## src/rtl/snake_pkg.sv

```systemverilog
// Shared definitions for the snake move sequencer: direction codes, FSM
// state encoding and the one-cell step helper.
package snake_pkg;

    localparam int GRID_BITS = 4;
    localparam int PW        = 2 * GRID_BITS;

    localparam logic [GRID_BITS-1:0] GRID_MAX = {GRID_BITS{1'b1}};

    localparam logic [1:0] DIR_RIGHT = 2'd0;
    localparam logic [1:0] DIR_DOWN  = 2'd1;
    localparam logic [1:0] DIR_LEFT  = 2'd2;
    localparam logic [1:0] DIR_UP    = 2'd3;

    typedef enum logic [2:0] {
        ST_IDLE,
        ST_CALC,
        ST_RDWAIT,
        ST_CHECK,
        ST_DEAD
    } state_t;

    typedef struct packed {
        logic [PW-1:0] pos;
        logic          wall;
    } step_t;

    // Position is {y,x}; y grows downward. Coordinates always wrap modulo the
    // grid, and wall flags the wrap so the caller decides whether it is fatal.
    function automatic step_t step(input logic [PW-1:0] pos, input logic [1:0] dir);
        logic [GRID_BITS-1:0] x;
        logic [GRID_BITS-1:0] y;
        step_t                r;
        x      = pos[GRID_BITS-1:0];
        y      = pos[PW-1:GRID_BITS];
        r.wall = 1'b0;
        case (dir)
            DIR_RIGHT: begin
                r.wall = (x == GRID_MAX);
                x      = x + 1'b1;
            end
            DIR_DOWN: begin
                r.wall = (y == GRID_MAX);
                y      = y + 1'b1;
            end
            DIR_LEFT: begin
                r.wall = (x == '0);
                x      = x - 1'b1;
            end
            default: begin
                r.wall = (y == '0);
                y      = y - 1'b1;
            end
        endcase
        r.pos = {y, x};
        return r;
    endfunction

endpackage

```

## src/rtl/snake_occ_map.sv

```systemverilog
// One bit per grid cell marking cells covered by the snake body.
// Resets to the initial body: cells {y=0, x=0..INIT_LEN-1}.
module snake_occ_map #(
    parameter int PW       = 8,
    parameter int INIT_LEN = 3
) (
    input  logic          clk,
    input  logic          aclr_n,
    input  logic          set_en,
    input  logic [PW-1:0] set_idx,
    input  logic          clr_en,
    input  logic [PW-1:0] clr_idx,
    input  logic [PW-1:0] look_idx,
    output logic          look_hit
);
    import snake_pkg::*;

    localparam int CELLS = 2 ** PW;

    logic [CELLS-1:0] occ;

    // Clear (tail vacated) and set (head entered) never target the same move step.
    always_ff @(posedge clk or negedge aclr_n) begin
        if (!aclr_n) begin
            occ <= '0;
            for (int i = 0; i < INIT_LEN; i++) begin
                occ[i] <= 1'b1;
            end
        end else begin
            if (clr_en) begin
                occ[clr_idx] <= 1'b0;
            end
            if (set_en) begin
                occ[set_idx] <= 1'b1;
            end
        end
    end

    assign look_hit = occ[look_idx];

endmodule

```

## src/rtl/snake_move_ctrl.sv

```systemverilog
// Per-move sequencer for the snake body FIFO (oldest entry = tail).
// Build option: define SNAKE_WRAP_EN to wrap coordinates at the grid edge
// instead of ending the game on a wall exit.
//
// The body FIFO is expected to be show-ahead: fifo_dout presents the current
// tail, and the tail is captured on the same edge that the pop takes effect.
//
// state  | meaning
// IDLE   | waiting for tick; latches the new direction
// CALC   | next head computed; wall and food decided; pop tail unless growing
// RDWAIT | popped tail captured, erased and cleared from the bitmap
// CHECK  | self-collision test; push head, draw, update length
// DEAD   | game over; only aclr_n leaves
module snake_move_ctrl #(
    parameter int GRID_BITS = snake_pkg::GRID_BITS,
    parameter int MAX_LEN   = 128,
    parameter int INIT_LEN  = 3
) (
    input  logic                   clk,
    input  logic                   aclr_n,
    input  logic                   tick,
    input  logic [1:0]             dir_req,
    input  logic                   food_valid,
    input  logic [2*GRID_BITS-1:0] food_pos,
    output logic                   fifo_rden,
    input  logic [2*GRID_BITS-1:0] fifo_dout,
    output logic                   fifo_wren,
    output logic [2*GRID_BITS-1:0] fifo_din,
    output logic [2*GRID_BITS-1:0] head_pos,
    output logic [7:0]             length,
    output logic                   draw_valid,
    output logic                   erase_valid,
    output logic [2*GRID_BITS-1:0] erase_pos,
    output logic                   ate,
    output logic                   busy,
    output logic                   game_over
);
    import snake_pkg::*;

    localparam int         PW         = 2 * GRID_BITS;
    localparam logic [7:0] MAX_LEN_V  = 8'(MAX_LEN);
    localparam logic [7:0] INIT_LEN_V = 8'(INIT_LEN);

    state_t        state;
    logic [1:0]    dir;
    logic [PW-1:0] nxt_pos;
    logic          grow;
    logic          food_hit;

    step_t         st;
    logic          wall_kill;
    logic          food_match;
    logic          can_grow;
    logic          occ_hit;

    assign st = step(head_pos, dir);

`ifdef SNAKE_WRAP_EN
    assign wall_kill = 1'b0;
`else
    assign wall_kill = st.wall;
`endif

    assign food_match = food_valid && (st.pos == food_pos);
    assign can_grow   = (length < MAX_LEN_V);

    snake_occ_map #(
        .PW       (PW),
        .INIT_LEN (INIT_LEN)
    ) u_occ (
        .clk      (clk),
        .aclr_n   (aclr_n),
        .set_en   ((state == ST_CHECK) && !occ_hit),
        .set_idx  (nxt_pos),
        .clr_en   (state == ST_RDWAIT),
        .clr_idx  (fifo_dout),
        .look_idx (nxt_pos),
        .look_hit (occ_hit)
    );

    // Move sequencer; all strobes default low so each is a single-cycle pulse.
    always_ff @(posedge clk or negedge aclr_n) begin
        if (!aclr_n) begin
            state       <= ST_IDLE;
            dir         <= DIR_RIGHT;
            head_pos    <= PW'(INIT_LEN - 1);
            length      <= INIT_LEN_V;
            nxt_pos     <= '0;
            grow        <= 1'b0;
            food_hit    <= 1'b0;
            erase_pos   <= '0;
            fifo_rden   <= 1'b0;
            fifo_wren   <= 1'b0;
            fifo_din    <= '0;
            draw_valid  <= 1'b0;
            erase_valid <= 1'b0;
            ate         <= 1'b0;
            busy        <= 1'b0;
            game_over   <= 1'b0;
        end else begin
            fifo_rden   <= 1'b0;
            fifo_wren   <= 1'b0;
            draw_valid  <= 1'b0;
            erase_valid <= 1'b0;
            ate         <= 1'b0;
            case (state)
                ST_IDLE: begin
                    if (tick) begin
                        // A U-turn would run straight into the neck; keep heading.
                        if (dir_req != (dir ^ 2'b10)) begin
                            dir <= dir_req;
                        end
                        busy  <= 1'b1;
                        state <= ST_CALC;
                    end
                end
                ST_CALC: begin
                    nxt_pos  <= st.pos;
                    food_hit <= food_match;
                    grow     <= food_match && can_grow;
                    if (wall_kill) begin
                        busy      <= 1'b0;
                        game_over <= 1'b1;
                        state     <= ST_DEAD;
                    end else if (food_match && can_grow) begin
                        state <= ST_CHECK;
                    end else begin
                        fifo_rden <= 1'b1;
                        state     <= ST_RDWAIT;
                    end
                end
                ST_RDWAIT: begin
                    erase_pos   <= fifo_dout;
                    erase_valid <= 1'b1;
                    state       <= ST_CHECK;
                end
                ST_CHECK: begin
                    busy <= 1'b0;
                    if (occ_hit) begin
                        game_over <= 1'b1;
                        state     <= ST_DEAD;
                    end else begin
                        fifo_wren  <= 1'b1;
                        fifo_din   <= nxt_pos;
                        head_pos   <= nxt_pos;
                        draw_valid <= 1'b1;
                        ate        <= food_hit;
                        if (grow) begin
                            length <= length + 8'd1;
                        end
                        state <= ST_IDLE;
                    end
                end
                ST_DEAD: begin
                    state <= ST_DEAD;
                end
                default: begin
                    state <= ST_IDLE;
                end
            endcase
        end
    end

endmodule

```

## config.mk

```make
export PLATFORM = sky130hd
export DESIGN_NAME = snake_move_ctrl
export DESIGN_NICKNAME = d
export VERILOG_FILES = /design/src/rtl/snake_pkg.sv /design/src/rtl/snake_occ_map.sv /design/src/rtl/snake_move_ctrl.sv
export SDC_FILE = /design/constraint.sdc
export NUM_CORES = 1
export LEC_CHECK = 0
export ABC_AREA = 1
export BUFFER_PORTS_ARGS = -buffer_cell sky130_fd_sc_hd__buf_2
export CORE_MARGIN = 5
export CORE_UTILIZATION = 49
export CTS_BUF_LIST = sky130_fd_sc_hd__clkbuf_8
export DETAILED_ROUTE_END_ITERATION = 8
export PLACE_DENSITY = 0.68
export SYNTH_ARGS = -nofsm -noshare
export SYNTH_HDL_FRONTEND = slang
export SYNTH_SLANG_ARGS = --single-unit
```

## constraint.sdc

```tcl
create_clock -name clk -period 3.35 [get_ports clk]
set_input_delay 0.8375 -clock clk [delete_from_list [all_inputs] [get_ports clk]]
set_output_delay 0.8375 -clock clk [all_outputs]
set_load 0.02 [all_outputs]
```

# Word level (Yosys, flattened, before mapping)
# Index checks and enable logic that the tools add are counted.
# classes
n_mux,30
n_eq_ne,13
n_bitwise,5
n_reduce_logical,18
n_addsub,5
n_lt_le_gt_ge,5
# ops
op,n
$mux W256,2
$and A256 B256 Y256,1
$not A256 Y256,1
$or A256 B256 Y256,1
$lt A8 B9 Y1 const B,2
$demux W1 S8,2
$ge A8 B1 Y1 const B,2
$mux W1,16
$pmux W4 S2,2
$pmux W3 S5,1
$reduce_and A3 Y1,4
$mux W3,3
$add A4 B1 Y4 const B,2
$add A8 B1 Y8 const B,1
$bmux W1 S8,1
$eq A4 B4 Y1 const B,2
$eq A8 B8 Y1,1
$logic_not A4 Y1,2
$lt A8 B8 Y1 const B,1
$sub A4 B1 Y4 const B,2
$eq A3 B2 Y1 const B,2
$ne A2 B2 Y1 const B,3
$pmux W1 S3,2
$logic_and A1 B1 Y1,5
other kinds (14),15
# word_totals
out_inout_bits,39
ff_bits,309

# Depth between registers and ports, before layout
# Gate-level depths: netlist (run 1).
# logic_depth
depth_word,9
ltp_mapped,21

# Hierarchy
# From an unflattened synthesis (run 1), not the netlist that was laid out.
# unflattened
cells_unflattened,1841
hier_area_um2,14956.8
# modules_own_cells
module,n_inst,cells_each,seq_area_each_um2,area_each_um2
snake_occ_map,1,1545,6409.9,12545.8
snake_move_ctrl,1,296,1154.9,2411.1

# Least setup slack after synthesis (run 1)
# Ideal clock, no wire load.
# synth_timing
path_kind,flip-flop to flip-flop
start,register dir[0]
end,register grow
stages_incl_launch_ff,14
setup_time_ps,83
period_less_slack_ps,2535
path_buffers,1
setup_slack_ps,815
t_arrival_ps,2452
cell_sequence,dfrtp_1 clkbuf_1 clkinv_1 nor2_1 inv_1 ha_1 a21oi_1 nand2_1 a21oi_1 o21ai_0 xor2_1 xor2_1 nand3_1 o21ai_0
# synth_between
elab_chain_len,6
word_cells_on_any_way,9
classes_between,eq/ne: 3; mux: 2; reduce/logical: 4
# synth_rtl
element,line_no,source
from (decl),snake_move_ctrl.sv:45,logic [1:0] dir;
from (signal assigned),snake_move_ctrl.sv:111,dir <= dir_req;
$eq A2 B2 Y1 or $logic_not A2 Y1 (tied branches),snake_pkg.sv:37,case (dir)
$reduce_or A2 Y1 (no line),n/a,
$pmux W4 S2,snake_pkg.sv:37,
$eq A8 B8 Y1 (*),snake_move_ctrl.sv:64,assign food_match = food_valid && (st.pos == food_pos);
$logic_and A1 B1 Y1 (*),snake_move_ctrl.sv:64,
$logic_and A1 B1 Y1 (*),snake_move_ctrl.sv:120,grow <= food_match && can_grow;
to (signal assigned),snake_move_ctrl.sv:120,
to (decl),snake_move_ctrl.sv:47,logic grow;
# Every way passes the cells marked *; elsewhere a longest branch is shown, timed or not.
# A chain may end at the register's enable or synchronous reset.

# Worst setup path in the final report (run 1)
# layout_timing
start,register nxt_pos[0]
end,register u_occ.occ[139]
# layout_between
elab_chain_len,6
word_cells_on_any_way,11
classes_between,order compare: 2; mux: 5; bitwise: 1; reduce/logical: 3
# layout_rtl
element,line_no,source
from (decl),snake_move_ctrl.sv:46,logic [PW-1:0] nxt_pos;
from (signal assigned),snake_move_ctrl.sv:118,nxt_pos <= st.pos;
$lt A8 B9 Y1 (implied by the code) or $ge A8 B1 Y1 (tied branches),snake_occ_map.sv:34,occ[set_idx] <= 1'b1;
$logic_and A1 B1 Y1 (implied by the code),snake_occ_map.sv:34,
$mux W1 (implied by the code),snake_occ_map.sv:34,
$demux W1 S8,n/a,
$or A256 B256 Y256 (no line),n/a,
$mux W256 (*),snake_occ_map.sv:33,if (set_en) begin
"to (signal, indexed assignment)",snake_occ_map.sv:27,occ[i] <= 1'b1;
"to (signal, indexed assignment)",snake_occ_map.sv:31,occ[clr_idx] <= 1'b0;
"to (signal, indexed assignment)",snake_occ_map.sv:34,
to (decl),snake_occ_map.sv:20,logic [CELLS-1:0] occ;
# Every way passes the cells marked *; elsewhere a longest branch is shown, timed or not. The select of a mux whose other input is x is not followed.

==> run summary, run 1 <==
Hold WS: 0.209 ns
Crit path launch type: flip-flop
# rows: 67
Critical Path Fanout Max: 84
Arrival time worst endpoint: 3.43 ns
Routed Antenna Nets: 0
Slew Limit Fails: 0
Most common cell in the synthesized netlist: nand2_1
Die W: 195 um
Clk pin slew, worst setup/hold paths: 0.06 ns
Root buffer cell: clkbuf_8
Period utilization: 88.3%
Final setup fails: 0
Hpwl dp: 36000 um
Post-synth top area share: 44.3%
TritonCTS clock tree: done
Number of port buffers: 60
Vias: 16100
Area Overhead vs Synth: 11.8%
Switching part of the total: 45.3%
Die Area: 0.0379 mm2
R2r endpoint: u_occ.occ[139]$_DFF_PN0_
Post_cts resized: 0
Top FF cell, synth: dfrtp_1
Slew headroom: 46.6%
Critical Path RT: 3.82 ns
P per Cell Area: 759 mW/mm2
Setup Crit Path Kind: reg -> reg
Post-Synthesis Cell Area: 0.0167 mm2
Hold buffers post-CTS: 0
TritonCTS Buffers: 54
Combinational Power Share: 44.1%
Tmin final: 2.96 ns
Synth Area per Inst: 7.37 um2
Cell internal pwr: 7.77 mW
Gr usage total: 28.6%
Worst reg2reg setup slack: 0.39 ns
Synth top cells by count: nand2_1, o21ai_0, dfrtp_1
Setup crit end kind: flip-flop
Peak supply drop: 0.490 mV
Unrepaired setup endpoints after global routing: false
Seq/Total Area, Yosys: 45.2%
Synthesized flop and latch total: 302
Lkg Pwr: 7.66 nW
Cell taking the most area after synthesis: dfrtp_1
Clk sinks: 302
Max Fclk: 0.338 GHz
Antenna cell count: 0
Initial Util: 49.8%
Iteration-0 DRC Markers: 1894
Ports: 61
Synth cell types: 32
Setup tns final: 0 ns
R2r startpoint: nxt_pos[0]$_DFFE_PN0P_
Reg power frac: 31.6%
Switching power: 6.44 mW
First-pass GRT wire length: 87800 um
Slew @ Worst Pin: 0.797 ns
Post-synth ARST share: 100%
CP Capture Point: u_occ.occ[139]$_DFF_PN0_
Synthesized net count: 2298
Layout cells sized above 1: 15.9%
Total congestion overflow: 0
H-Tree Depth: 2
Worst reg2reg path depth: 18
Die height: 195 um
Antenna violations before repair: 0
CP startpoint: nxt_pos[0]$_DFFE_PN0P_
Outcome: finished, final reports clean
DR vias/cell: 5.72
Mapped Cells: 2271
DR WL/cell: 19.7 um
Vias in the first global route: 15500
Clock power frac: 24.2%
Core Area: 0.0336 mm2
GP Congestion: 0.968
Largest net degree at the start of global routing: 85
Final Hold Fails: 0
Drt total wl: 55300 um
Synth top area cells: dfrtp_1, nand2_1, o21ai_0
HP Class: in -> async
Max-cap viol count: 0
Post-DP Area: 0.0176 mm2
Clock latency on the worst-skew pair: 0.61 ns
DRC viols: 0
EDFF count, synth: 0
Design Area, Final: 0.0187 mm2
Worst-case clock buffer depth: 3
Yosys warnings: 0
Post-CTS Repair Setup Buffers: 0
Drt first pass iters: 7
Layout Nets: 2348
Setup Skew: 0.0220 ns
Fill count: 3187
power groups by stage:
| stage | Clock [mW] | Sequential (mW) | Combinational (mW) |
|---|---|---|---|
| after CTS | 3.49 | 4.49 | 6.16 |
| after global routing | 3.68 | 4.55 | 6.86 |
| after floorplan | 0 | 4.57 | 4.11 |
| after global placement | 0 | 4.53 | 6.08 |
| final | 3.44 | 4.50 | 6.27 |
| after detailed placement | 0 | 4.55 | 6.14 |
per-layer routing:
layer	global-route usage, %	part of all wire (%)
met5	0	0
met4	9.98	3.4
met3	5.75	9.4
met2	45.2	46
met1	39.6	42
cells by family after synthesis:
family          Yosys count  synth area share [%]
compound gates          556                  19.8
flops                   302                  45.2
simple gates           1161                  27.1
fa+ha+maj                 5                 0.419
buf+inv                 231                  6.62
xor+xnor                 16                 0.838
how the worst min path moves through the flow:
stage	depth (start not counted)	endpoint	start
6_report	1	u_occ.occ[177]$_DFF_PN0_	aclr_n
5_1_grt	1	u_occ.occ[177]$_DFF_PN0_	aclr_n
4_1_cts	1	u_occ.occ[177]$_DFF_PN0_	aclr_n
3_5_place_dp	2	erase_pos[6]$_DFFE_PN0P_	erase_pos[6]$_DFFE_PN0P_
3_3_place_gp	2	erase_pos[1]$_DFFE_PN0P_	erase_pos[1]$_DFFE_PN0P_
2_1_floorplan	2	ate$_DFF_PN0_	food_hit$_DFFE_PN0P_
per-stage QoR:
| step | total power [mW] | util, % | instances | setup WS (ns) |
|---|---|---|---|---|
| 3_3_place_gp | 10.6 | 52.4 | 2713 | 0.471 |
| 4_1_cts | 14.1 | 55.7 | 2813 | 0.447 |
| 3_5_place_dp | 10.7 | 52.4 | 2713 | 0.463 |
| 6_report | 14.2 | 55.7 | 2813 | 0.393 |
| 2_1_floorplan | 8.68 | - | 2271 | 0.815 |
| 5_1_grt | 15.1 | 55.7 | 2813 | 0.209 |
final cells by class:
cell class / count / area, um2 / share of cell area (%)
clock buffers: 70 / 963 / 5.15
clock inverters: 30 / 129 / 0.689
inverters: 85 / 320 / 1.71
multi-input cells: 1738 / 8070 / 43.1
flip-flops and latches: 302 / 7570 / 40.5
well taps: 448 / 561 / 3.00
repair buffers: 140 / 1100 / 5.87
critical path, stage by stage, from the launching register on:
cell and delay, ns:
dfrtp_4 0.52, clkinv_2 0.09, buf_12 0.38, nand2_1 0.10, nand2_1 0.08, nand2_1 0.05, nand2_1 0.20, nand2_1 0.09
nand2_1 0.10, nor2_1 0.04, nor2_1 0.08, nor2_1 0.05, nand2_1 0.06, nand2_1 0.06, nand2_2 0.13, nor2_8 0.07
nand2_8 0.25, buf_4 0.30, o21ai_0 0.12
cells in the final DEF, fill, tap and decap left out, types with 2 or more instances in the layout:
master / instances
nand2_1: 938
nand3_1: 64
or2_2: 3
ha_1: 4
nand2_2: 2
a21oi_1: 7
dfstp_2: 6
o21ai_1: 100
xnor2_1: 4
buf_12: 15
nor3_1: 3
buf_4: 65
nand4_1: 18
buf_2: 59
o21ai_0: 306
clkinvlp_4: 2
clkbuf_8: 70
nor2_1: 128
inv_1: 103
xor2_1: 12
clkinv_2: 8
o21ai_2: 140
dfrtp_1: 294
sequential cells by signal (all words and copies together) (netlist names):
name	flops
busy	1
erase_pos	8
game_over	1
state	3
food_hit	1
nxt_pos	8
u_occ.occ	256
length	8
dir	2
head_pos	1
erase_valid	1
fifo_rden	1
draw_valid	1
grow	1
fifo_din	8
ate	1
No activity file was read; power rests on OpenSTA's default activity.
==> inputs of run 2 (changes only) <==
--- a/config.mk
+++ b/config.mk
@@ -12,6 +12,7 @@
 export CTS_BUF_LIST = sky130_fd_sc_hd__clkbuf_8
 export DETAILED_ROUTE_END_ITERATION = 8
 export PLACE_DENSITY = 0.68
+export RECOVER_POWER = 100
 export SYNTH_ARGS = -nofsm -noshare
 export SYNTH_HDL_FRONTEND = slang
 export SYNTH_SLANG_ARGS = --single-unit
==> run 2 against run 1 <==
- the flow now finishes with violations (capacitance limit, slew limit)
- sequential power about the same
- global-route usage unchanged
- critical path depth unchanged
- cell count is the same
- largest power group unchanged
==> run summary, run 2 (synthesized netlist as in run 1, its figures left out) <==
Outcome: complete, but fails checks
Failing checks: capacitance limit, slew limit
Fill count: 3360
Dpl cells: 2713
Iteration-0 DRC Markers: 1836
Met1 global-route usage: 39.6%
# rows: 67
Largest net degree at the start of global routing: 85
CP startpoint: nxt_pos[0]$_DFFE_PN0P_
Setup crit end kind: flip-flop
Ports: 61
Period utilization: 90.0%
Crit path launch type: flip-flop
Arrival time worst endpoint: 3.48 ns
Layout cells sized above 1: 8.58%
Clock power frac: 24.7%
Met2 Use GR: 45.2%
Core Area: 0.0336 mm2
Critical Path RT: 3.81 ns
Slew @ Worst Pin: 2.11 ns
Peak supply drop: 0.469 mV
Grt met3 use: 5.75%
TritonCTS Buffers: 54
Critical Path Fanout Max: 84
Delay of the slowest cell on the worst path: 0.52 ns
Max-cap viol count: 1
Cell internal pwr: 7.66 mW
Number of port buffers: 60
Hold buffers post-CTS: 0
First-pass GRT wire length: 87800 um
GP Congestion: 0.968
Worst reg2reg setup slack: 0.34 ns
Area Overhead vs Synth: 8.36%
Non-Filler Instances: 2813
Die Area: 0.0379 mm2
DR WL/cell: 19.8 um
CP cell instances: clkinv_2, buf_12, nand2_1, nand2_1, nand2_1, nand2_1, nand2_1, nand2_1, nor2_1, nor2_1, nor2_1, nand2_1, nand2_1, nand2_1, nor2_8, nand2_8, clkbuf_2, o21ai_0
Setup tns final: 0 ns
P per Cell Area: 768 mW/mm2
R2r startpoint: nxt_pos[0]$_DFFE_PN0P_
Pwr Total: 13.9 mW
Top reg by flops: u_occ.occ
Vias in the first global route: 15500
Max Fclk: 0.332 GHz
Antenna cell count: 0
TritonCTS clock tree: done
Routed Antenna Nets: 0
Total congestion overflow: 0
Unrepaired setup endpoints after global routing: false
Initial Util: 49.8%
Clk pin slew, worst setup/hold paths: 0.06 ns
Reg power frac: 32.3%
Die W: 195 um
Drt first pass iters: 7
Die height: 195 um
CP Capture Point: u_occ.occ[99]$_DFF_PN0_
Largest register FFs: 256
Top delay family on crit path: simple AND/OR/NAND/NOR gates
Clock latency on the worst-skew pair: 0.61 ns
Switching power: 6.26 mW
Final Hold Fails: 0
Critical path buffers and inverters: 3
H-Tree Depth: 2
Lkg Pwr: 7.42 nW
HP Class: in -> reg
Gr usage total: 28.6%
Tmin final: 3.01 ns
Busiest grt layer: met2
Most frequent cells in the layout: nand2_1, o21ai_0, dfrtp_1
Combinational Power Share: 42.9%
Design Area, Final: 0.0181 mm2
Slew headroom: -40.7%
Commonest non-fill, non-tap cell in the layout: nand2_1
Hpwl dp: 36000 um
Slew Limit Fails: 72
Reg area: 0.00757 mm2
Setup Skew: 0.0214 ns
Post-CTS Repair Setup Buffers: 0
Levels on crit path: 18
Antenna violations before repair: 0
Worst path most repeated cell: nand2_1
DR vias/cell: 5.76
Switching part of the total: 45.0%
Root buffer cell: clkbuf_8
Worst reg2reg path depth: 18
Setup Crit Path Kind: reg -> reg
Worst-case clock buffer depth: 3
Vias: 16200
DRC viols: 0
Post-DP Area: 0.0176 mm2
R2r endpoint: u_occ.occ[99]$_DFF_PN0_
Worst path slowest cell: dfrtp_4
Layout Nets: 2348
Post_cts resized: 0
Drt total wl: 55700 um
Multi-input gate area: 0.00759 mm2
Clk sinks: 302
Final setup fails: 0
## run 2: power by group through the flow
stage | Combinational, mW | Clock [mW] | Sequential, mW
2_1_floorplan | 4.11 | 0 | 4.57
3_3_place_gp | 6.08 | 0 | 4.53
3_5_place_dp | 6.14 | 0 | 4.55
4_1_cts | 6.16 | 3.49 | 4.49
5_1_grt | 6.57 | 3.68 | 4.56
6_report | 5.98 | 3.44 | 4.50
## run 2: layout make-up
type / count / share of cell area [%]
Clock buffer: 70 / 5.32
Clock inverter: 30 / 0.711
Inverter: 85 / 1.77
Multi-Input combinational cell: 1738 / 41.9
Sequential cell: 302 / 41.8
Tap cell: 448 / 3.09
Timing Repair Buffer: 140 / 5.49
## run 2: worst min-delay path by stage
stage	start	to	slack, ns	depth (start not counted)
floorplan	food_hit$_DFFE_PN0P_	ate$_DFF_PN0_	0.46	2
global placement	erase_pos[1]$_DFFE_PN0P_	erase_pos[1]$_DFFE_PN0P_	0.46	2
detailed placement	erase_pos[6]$_DFFE_PN0P_	erase_pos[6]$_DFFE_PN0P_	0.47	2
CTS	aclr_n	u_occ.occ[177]$_DFF_PN0_	0.22	1
global route	dir_req[1]	dir[1]$_DFFE_PN0P_	0.47	3
finish	dir_req[1]	dir[1]$_DFFE_PN0P_	0.45	3
## run 2: layer usage
layer  up-vias  wire length [um]
met2       885             25200
met5         -                 0
met3       147              5400
met4         0              1990
met1      7726             23200
li1       7438                 -
## run 2: worst register-to-register path, delay by kind of cell, from the launching register on
family / cells / cell delay [ns]
compound gates: 1 / 0.12
flops: 1 / 0.52
buf+inv: 3 / 0.79
simple gates: 14 / 1.44
## run 2: metrics by stage
| step | hold slack (ns) | worst slack, ns | utilization, % |
|---|---|---|---|
| finish | 0.448 | 0.336 | 53.9 |
| global route | 0.468 | 0.155 | 53.9 |
| CTS | 0.219 | 0.447 | 55.7 |
| detailed placement | 0.474 | 0.463 | 52.4 |
| global placement | 0.462 | 0.471 | 52.4 |
| floorplan | 0.460 | 0.815 | - |
==> inputs of run 3 (changes only) <==
--- a/config.mk
+++ b/config.mk
@@ -7,6 +7,7 @@
 export LEC_CHECK = 0
 export ABC_AREA = 1
 export BUFFER_PORTS_ARGS = -buffer_cell sky130_fd_sc_hd__buf_2
+export CORE_ASPECT_RATIO = 0.8
 export CORE_MARGIN = 5
 export CORE_UTILIZATION = 49
 export CTS_BUF_LIST = sky130_fd_sc_hd__clkbuf_8
==> run 3 against run 2 <==
- sequential power barely moved
- register-to-register slack got worse by 0.02 ns
- critical endpoint is now u_occ.occ[157]$_DFF_PN0_
- largest cell class unchanged
- the flow still finishes with violations (capacitance limit, slew limit)
- fmax fell by 0.63%
==> run summary, run 3 (synthesized netlist as in run 1, its figures left out) <==
Outcome: complete, but fails checks
Failing checks: capacitance limit, slew limit
Layout Nets: 2332
Setup crit end kind: flip-flop
P per Cell Area: 770 mW/mm2
Ports: 61
Post-CTS Repair Setup Buffers: 0
Layout cells sized above 1: 8.36%
First-pass GRT wire length: 87200 um
TritonCTS Buffers: 50
Largest net degree at the start of global routing: 72
Die height: 175 um
Multi-input gate area: 0.00759 mm2
Slew Limit Fails: 52
Area Overhead vs Synth: 7.74%
Arrival time worst endpoint: 3.53 ns
Slew headroom: -75.9%
Antenna cell count: 0
Total congestion overflow: 0
Unrepaired setup endpoints after global routing: false
Reg area: 0.00757 mm2
Slew @ Worst Pin: 2.63 ns
Hpwl dp: 35600 um
Drt first pass iters: 6
Clock latency on the worst-skew pair: 0.60 ns
Final Hold Fails: 0
Critical Path RT: 3.85 ns
Tmin final: 3.03 ns
Iteration-0 DRC Markers: 1953
Commonest non-fill, non-tap cell in the layout: nand2_1
Critical Path Fanout Max: 45
Initial Util: 49.7%
Hold buffers post-CTS: 0
Peak supply drop: 0.468 mV
Setup WS post-layout: 0.317 ns
Post_cts resized: 0
GP Congestion: 0.990
Largest register FFs: 256
Clk sinks: 302
Number of port buffers: 60
Antenna violations before repair: 0
Period utilization: 90.5%
DR WL/cell: 19.8 um
Routed Antenna Nets: 0
DP Worst Slack: 0.315 ns
Vias: 16100
Root buffer cell: clkbuf_8
Pwr Total: 13.9 mW
Gr usage total: 28.5%
TritonCTS clock tree: done
Most frequent cells in the layout: nand2_1, o21ai_0, dfrtp_1
Lkg Pwr: 7.36 nW
Top reg by flops: u_occ.occ
Die Area: 0.0380 mm2
Worst-case clock buffer depth: 3
H-Tree Depth: 2
Max-cap viol count: 1
Max Fclk: 0.330 GHz
Setup Crit Path Kind: reg -> reg
Die W: 217 um
HP Class: in -> reg
Final setup fails: 0
Setup tns final: 0 ns
DR vias/cell: 5.80
Setup Skew: 0.0196 ns
DRC viols: 0
# rows: 60
Vias in the first global route: 15400
Drt total wl: 55100 um
Crit path launch type: flip-flop
Fill count: 3431
Clk pin slew, worst setup/hold paths: 0.06 ns
Core Area: 0.0336 mm2
run 3: cell types whose count changed in the layout (fill, tap and decap cells not counted), moves of 2 or more:
cell       delta
inv_1         -9
clkbuf_1      -5
clkbuf_2      -5
buf_4         -4
buf_6         +4
buf_12        -3
clkbuf_8      -3
clkinv_2      +3
bufinv_16     +2
o21ai_2       -2
run 3: power by group:
part	leakage [nW]	switching [mW]	internal [mW]	total, mW
sequential	2.86	0.388	4.13	4.51
clock	0.613	1.58	1.94	3.52
combinational	3.88	4.23	1.61	5.85
run 3: cell type report:
cell class,count,area share [%]
clock buffers,67,5.12
clock inverters,25,0.903
inverters,85,1.78
multi-input cells,1738,42.1
flip-flops and latches,302,42.0
well taps,434,3.01
repair buffers,128,5.10
run 3: path summary, 6_finish.rpt:
check                                        from                       end  slack, ns  depth (start not counted)
setup / recovery           nxt_pos[0]$_DFFE_PN0P_  u_occ.occ[157]$_DFF_PN0_       0.32                         18
hold / removal                         dir_req[1]        dir[1]$_DFFE_PN0P_       0.46                          3
setup reg to reg           nxt_pos[0]$_DFFE_PN0P_  u_occ.occ[157]$_DFF_PN0_       0.32                         18
hold reg to reg             game_over$_DFFE_PN0P_     game_over$_DFFE_PN0P_       0.47                          1
max in group asynchronous                  aclr_n    nxt_pos[0]$_DFFE_PN0P_       0.53                          2
min in group asynchronous                  aclr_n   u_occ.occ[84]$_DFF_PN0_       1.11                          1
run 3: critical path, cell delays in order (launching register included):
cell and delay (ns):
dfrtp_4 0.58, clkinv_2 0.16, buf_12 0.21, nand2_1 0.08
nand2_1 0.05, nand2_1 0.06, nand2_1 0.06, nand2_1 0.06
nand2_1 0.11, nor2_1 0.13, nor2_1 0.04, nor2_1 0.19
nand2_1 0.08, nand2_1 0.07, nand2_2 0.11, nor2_8 0.25
nand2_8 0.18, buf_6 0.26, o21ai_0 0.21
run 3: per-layer routing:
layer  wire (um)  track usage (%)  up-vias
li1            -                -     7396
met5           0                0        -
met3        5840             6.31      101
met1       23600             41.4     7781
met4        1250             7.68        0
met2       24400             43.6      840
run 3: per-stage QoR:
step	cell area [um2]	hold slack (ns)	utilization, %	std cells
after global routing	18000	0.456	53.6	2779
final	18000	0.462	53.6	2779
after CTS	18600	0.172	55.3	2779
after floorplan	16700	0.460	-	2271
after detailed placement	17500	0.456	52.1	2687
after global placement	17500	0.460	52.1	2687
